==> src/rtl/audio_pkg.sv <==
// Shared definitions for the audio DAC write path: arbiter FSM encoding, clock/rate
// defaults and a constant log2 helper for sizing counters.
package audio_pkg;

  localparam int unsigned RefClkDefault     = 18432000;
  localparam int unsigned SampleRateDefault = 48000;

  typedef enum logic [2:0] {
    StIdle,
    StWrL,
    StWrR,
    StSilL,
    StSilR
  } arb_state_e;

  function automatic int unsigned clog2(input int unsigned value);
    int unsigned res;
    res = 0;
    for (int i = 0; i < 32; i++) begin
      if ((64'd1 << i) < 64'(value)) res = i + 1;
    end
    return res;
  endfunction

endpackage

==> src/rtl/audio_rate_tick.sv <==
// Fractional-rate pacer: adds RATE every clock and emits a one-cycle tick each time
// the accumulator wraps past REF_CLK, giving RATE ticks per second on average.
module audio_rate_tick
  import audio_pkg::*;
#(
  parameter int unsigned REF_CLK = RefClkDefault,
  parameter int unsigned RATE    = SampleRateDefault * 2
) (
  input  logic clk_i,
  input  logic rst_i,
  output logic tick_o
);

  logic [31:0] acc_q, acc_d;
  logic [32:0] sum;

  // One extra sum bit so the compare is exact even near the top of the 32-bit range.
  always_comb begin
    sum    = {1'b0, acc_q} + 33'(RATE);
    tick_o = (sum >= 33'(REF_CLK));
    acc_d  = tick_o ? 32'(sum - 33'(REF_CLK)) : sum[31:0];
  end

  always_ff @(posedge clk_i or posedge rst_i) begin
    if (rst_i) acc_q <= '0;
    else       acc_q <= acc_d;
  end

endmodule

==> src/rtl/audio_dac_write_arbiter.sv <==
// Two-source stereo-frame arbiter for the DAC FIFO write port. Whole L/R frames are
// granted round-robin and paced by a credit model of FIFO fill drained at the frame rate.
module audio_dac_write_arbiter
  import audio_pkg::*;
#(
  parameter int unsigned DATA_WIDTH   = 16,
  parameter int unsigned CHANNEL_NUM  = 2,
  parameter int unsigned REF_CLK      = RefClkDefault,
  parameter int unsigned SAMPLE_RATE  = SampleRateDefault,
  parameter int unsigned FIFO_DEPTH   = 256,
  parameter bit          SILENCE_FILL = 1'b1,
  localparam int unsigned LW          = clog2(FIFO_DEPTH) + 1
) (
  input  logic                  iCLK,
  input  logic                  iRST,
  input  logic                  iREQ0,
  input  logic [DATA_WIDTH-1:0] iDATA0,
  output logic                  oACK0,
  input  logic                  iREQ1,
  input  logic [DATA_WIDTH-1:0] iDATA1,
  output logic                  oACK1,
  output logic                  oWR,
  output logic [DATA_WIDTH-1:0] oDATA,
  output logic [1:0]            oGNT,
  output logic [LW-1:0]         oLEVEL,
  output logic                  oUNDERRUN
);

  arb_state_e            state_q, state_d;
  logic [1:0]            gnt_q, gnt_d;
  logic                  rr_q, rr_d;   // index of the last frame winner
  logic                  wr_q, wr_d;
  logic [DATA_WIDTH-1:0] data_q, data_d;
  logic [LW-1:0]         level_q, level_d;
  logic                  tick;
  logic                  pick;
  logic                  drain;
  logic                  can_start;

  audio_rate_tick #(
    .REF_CLK (REF_CLK),
    .RATE    (SAMPLE_RATE * CHANNEL_NUM)
  ) u_rate_tick (
    .clk_i  (iCLK),
    .rst_i  (iRST),
    .tick_o (tick)
  );

  // Room for a whole frame is judged on the committed level only.
  assign can_start = (level_q <= LW'(FIFO_DEPTH - 2));

  always_ff @(posedge iCLK or posedge iRST) begin
    if (iRST) begin
      state_q <= StIdle;
      gnt_q   <= '0;
      rr_q    <= 1'b1;
      wr_q    <= 1'b0;
      data_q  <= '0;
      level_q <= '0;
    end else begin
      state_q <= state_d;
      gnt_q   <= gnt_d;
      rr_q    <= rr_d;
      wr_q    <= wr_d;
      data_q  <= data_d;
      level_q <= level_d;
    end
  end

  always_comb begin
    state_d = state_q;
    gnt_d   = gnt_q;
    rr_d    = rr_q;
    pick    = 1'b0;
    unique case (state_q)
      StIdle: begin
        if (can_start && (iREQ0 || iREQ1)) begin
          pick    = (iREQ0 && iREQ1) ? ~rr_q : iREQ1;
          state_d = StWrL;
          gnt_d   = pick ? 2'b10 : 2'b01;
          rr_d    = pick;
        end else if (!iREQ0 && !iREQ1 && (level_q == '0) && SILENCE_FILL) begin
          state_d = StSilL;
        end
      end
      StWrL: begin
        if (oACK0 || oACK1) state_d = StWrR;
      end
      StWrR: begin
        if (oACK0 || oACK1) begin
          state_d = StIdle;
          gnt_d   = '0;
        end
      end
      StSilL:  state_d = StSilR;
      StSilR:  state_d = StIdle;
      default: state_d = StIdle;
    endcase
  end

  always_comb begin
    oACK0 = 1'b0;
    oACK1 = 1'b0;
    if (state_q == StWrL || state_q == StWrR) begin
      oACK0 = gnt_q[0] && iREQ0;
      oACK1 = gnt_q[1] && iREQ1;
    end
  end

  always_comb begin
    wr_d   = oACK0 || oACK1 || (state_q == StSilL) || (state_q == StSilR);
    data_d = oACK0 ? iDATA0 : (oACK1 ? iDATA1 : '0);

    drain   = tick && (level_q != '0);
    level_d = level_q;
    if (wr_q && !drain) begin
      if (level_q < LW'(FIFO_DEPTH)) level_d = level_q + LW'(1);
    end else if (!wr_q && drain) begin
      level_d = level_q - LW'(1);
    end
  end

  assign oWR       = wr_q;
  assign oDATA     = data_q;
  assign oGNT      = gnt_q;
  assign oLEVEL    = level_q;
  assign oUNDERRUN = tick && (level_q == '0) && !wr_q;

endmodule

==> config.mk <==
export PLATFORM = sky130hd
export DESIGN_NAME = audio_dac_write_arbiter
export DESIGN_NICKNAME = d
export VERILOG_FILES = /design/src/rtl/audio_pkg.sv /design/src/rtl/audio_rate_tick.sv /design/src/rtl/audio_dac_write_arbiter.sv
export SDC_FILE = /design/constraint.sdc
export NUM_CORES = 1
export LEC_CHECK = 0
export ABC_CLOCK_PERIOD_IN_PS = 4900
export CAP_MARGIN = 15
export CORE_MARGIN = 2
export CORE_UTILIZATION = 35
export CTS_BUF_LIST = sky130_fd_sc_hd__clkbuf_8
export DETAILED_ROUTE_END_ITERATION = 10
export PLACE_DENSITY_LB_ADDON = 0.1
export SYNTH_ARGS = -nofsm -noshare
export SYNTH_HDL_FRONTEND = slang
export SYNTH_SLANG_ARGS = --single-unit
==> constraint.sdc <==
create_clock -name iCLK -period 4.9 [get_ports iCLK]
set_input_delay 0.735 -clock iCLK [delete_from_list [all_inputs] [get_ports iCLK]]
set_output_delay 0.735 -clock iCLK [all_outputs]
set_load 0.02 [all_outputs]
==> run_results.csv <==
group,metric,value,unit
hold_path,hp-class,"flip-flop to flip-flop",
synth,synth.avg_cell_area,9.39,sq um
timing,hold_viol,0,
timing,period_needed,4.65,ns
synth,syn-cell-area,3610,sq um
power,pwr-share-comb,0.434,
die,ioPinCount,67,
clock_network,cts_root_buf,"clkbuf_8",
die,die_x,106,um
clock_network,clk-insertion-delay-late,0.32,ns
synth,synth_edf_count,0,
route,vias_per_cell,5.23,
die,rows,37,
synth,synth-seq-cells,56,
worst_setup_path,required,4.16,ns
die,coreArea,10200,sq um
timing,clock_skew,0.0142,ns
route,drc_errors,0,
clock_network,cts_tree,"built",
die,die_height,106,um
synth,yosysWarnings,0,
timing,fin_ws,0.245,ns
timing,fmaxAchievable,0.215,GHz
global_route,grt_pass1_wl,15500,um
clock_network,cts.sinks,56,
power,power_density,349,nW/um^2
synth,synthTopCellsByArea,"dfrtp_1, xnor2_1, mux2i_1",
place,place_area,4480,sq um
clock_network,cts_buffer_depth,2,
power,p_sw_frac,0.393,
timing,slew-limit-headroom,0.469,
timing,drv_slew,0,
global_route,grt_overflow,0,
global_route,track_usage,0.172,
worst_setup_path,cpPeakStageDelay,0.57,ns
worst_setup_path,crit_path_start_kind,"flip-flop",
synth,synth_top_area_cell,"dfrtp_1",
finish,area_growth,27.5,%
timing,fin_crit_sh,0.950,
place,pre_cts_ws,0.0831,ns
worst_setup_path,cp_num_buf_inv,2,
power,pwr-share-seq,0.393,
synth,synth_cell_types,61,
worst_setup_path,cp_slowest_cell,"clkdlybuf4s50_1",
clock_network,clkTransAtPathRegs,0.12,ns
power,switching_power,632,uW
place,hpwl,6620,um
timing,setup_violations,0,
synth,synth_nets,433,
clock_network,htreeDepth,2,
worst_setup_path,crit_path_max_fanout,18,
timing,tns,0,ns
worst_setup_path,critical_path_arrival,3.92,ns
worst_setup_path,cp-end-kind,"output pin",
timing,whs,0.491,ns
route,drt_iter0_drc,94,
finish,layout.nets,503,
route,ant_nets,0,
synth,ys_seq_area_frac,0.388,
worst_setup_path,path_cells,"or4_4, o21a_1, and3_4, or4_1, and3_4, or3_4, nor3_4, buf_4, nor3_1, clkdlybuf4s50_1",
synth,ys.flop_type,"dfrtp_1",
finish,design_area,4610,sq um
timing,rsz0062_at_grt,"false",
run,maxCapViolations,0,
worst_setup_path,path_class,"flip-flop to output pin",
clock_network,cts_buffers,5,
place,gp_congestion,0.816,
timing,worstMarginPinSlew,0.795,ns
synth,async_flop_share,1.00,
outcome,status,"complete, no violations",
synth,synth_cells,385,
clock_network,holdBufCountCts,0,
route,routed_wl,9230,um
place,port_buffers,66,
worst_setup_path,crit_family,"simple AND/OR/NAND/NOR gates",
power,power.leakage,1.97,nW
worst_setup_path,cp_common_cell,"and3_4",
route,firstDrtPassIters,4,
power,ir_drop,0.000317,V
global_route,antenna_found_initial,0,
finish,final_core_util,0.452,
finish,drive_above_1_share,0.0899,
global_route,grt_max_degree,37,
power,p_clk_frac,0.174,
synth,synth_top_area_share,0.381,
finish,n_antenna_cell,0,
route,wl_per_cell,15.6,um
global_route,grt_pass1_vias,3089,
die,start_util,0.355,
power,p_int,975,uW
die,die_area,11200,sq um
route,num_vias,3096,
kinds of logic after synthesis:
group | after synthesis | share of synthesized area
buffers and inverters | 37 | 0.0388
adder cells (fa/ha/maj) | 12 | 0.0436
flip-flops | 56 | 0.388
AO/OA/AOI/OAI | 99 | 0.198
multiplexers | 17 | 0.0506
AND/OR/NAND/NOR | 127 | 0.191
XOR/XNOR | 37 | 0.0897
cell type report:
class / count / area (sq um)
clock buffer: 5 / 68.8
inverter: 20 / 75.1
timing repair buffer: 80 / 766
multi-input combinational: 292 / 2100
fill: 996 / 5580
tap: 136 / 170
sequential: 56 / 1400
clock inverter: 3 / 27.5
metrics by stage:
stage | power, mW | instances
finish | 1.61 | 592
global route | 1.74 | 592
CTS | 1.62 | 592
detailed placement | 1.33 | 584
global placement | 1.32 | 583
floorplan | 1.08 | 385
power groups by stage:
stage	combinational [mW]	clock, mW	sequential [mW]
after CTS	0.694	0.296	0.631
after floorplan	0.414	0	0.665
after global placement	0.682	0	0.639
final	0.697	0.279	0.631
after detailed placement	0.689	0	0.639
after global routing	0.780	0.309	0.647
timing repair:
| item | in CTS | in global routing |
|---|---|---|
| resized for setup | 0 | 9 |
| setup buffers | 0 | 0 |
| setup endpoints to repair | 0 | 6 |
cells in the final DEF (no fill, tap or decap), drive strengths merged, types with 16 or more instances in the layout:
| cell type | synthesis | final |
|---|---|---|
| clkdlybuf4s50 | 0 | 66 |
| dfrtp | 55 | 55 |
| nor2 | 33 | 33 |
| nand2 | 25 | 25 |
| xnor2 | 25 | 25 |
| inv | 20 | 21 |
| o21ai | 17 | 17 |
| a21oi | 17 | 17 |
| mux2i | 16 | 16 |
| a22o | 16 | 16 |
state kept, by name, indices dropped and copies added, names as in the netlist:
register           flops
oDATA                 16
oGNT                   2
oLEVEL                 9
oWR                    1
rr_q                   1
state_q                3
u_rate_tick.acc_q     24
path summary, 6_finish.rpt:
| kind | from | to | slack [ns] | depth (start not counted) |
|---|---|---|---|---|
| worst max-delay path | u_rate_tick.acc_q[12]$_DFF_PP0_ | oUNDERRUN | 0.25 | 10 |
| worst min-delay path | rr_q$_DFFE_PP1P_ | rr_q$_DFFE_PP1P_ | 0.49 | 2 |
| worst max register to register | u_rate_tick.acc_q[12]$_DFF_PP0_ | oLEVEL[8]$_DFFE_PP0P_ | 0.35 | 18 |
| worst min register to register | rr_q$_DFFE_PP1P_ | rr_q$_DFFE_PP1P_ | 0.49 | 2 |
| max in group asynchronous | iRST | oDATA[15]$_DFF_PP0_ | 3.22 | 3 |
| min in group asynchronous | iRST | oDATA[2]$_DFF_PP0_ | 0.87 | 2 |
Yosys cell counts (2+ instances only):
library cell / n
a2111oi_0: 3
a211o_1: 2
a211oi_1: 3
a21boi_0: 5
a21o_1: 4
a21oi_1: 16
a221oi_1: 4
a22o_1: 16
a31oi_1: 4
and2_1: 4
and3_1: 2
and3_4: 2
and4_1: 2
clkbuf_1: 15
dfrtp_1: 55
ha_1: 11
inv_1: 20
mux2i_1: 16
nand2_1: 25
nand2b_1: 6
nand3_1: 11
nand4_1: 8
nor2_1: 33
nor2b_1: 2
nor3_1: 11
nor3b_1: 2
nor4_1: 3
nor4b_1: 2
o2111a_1: 2
o21a_1: 3
o21ai_0: 17
o22ai_1: 2
o31a_1: 3
o31ai_1: 4
or2_2: 2
or3_1: 3
or4_1: 3
xnor2_1: 25
xor2_1: 12
worst min-delay path: stages (launching register included):
cell and delay [ns]:
dfstp_2 0.39, nand2_1 0.04, o21ai_0 0.07
layer usage:
layer,routed length [um],track usage
met3,148,0.0210
met5,0,0
met4,111,0.0423
met2,4470,0.285
met1,4490,0.240
Power figures use the tool's default switching activity.
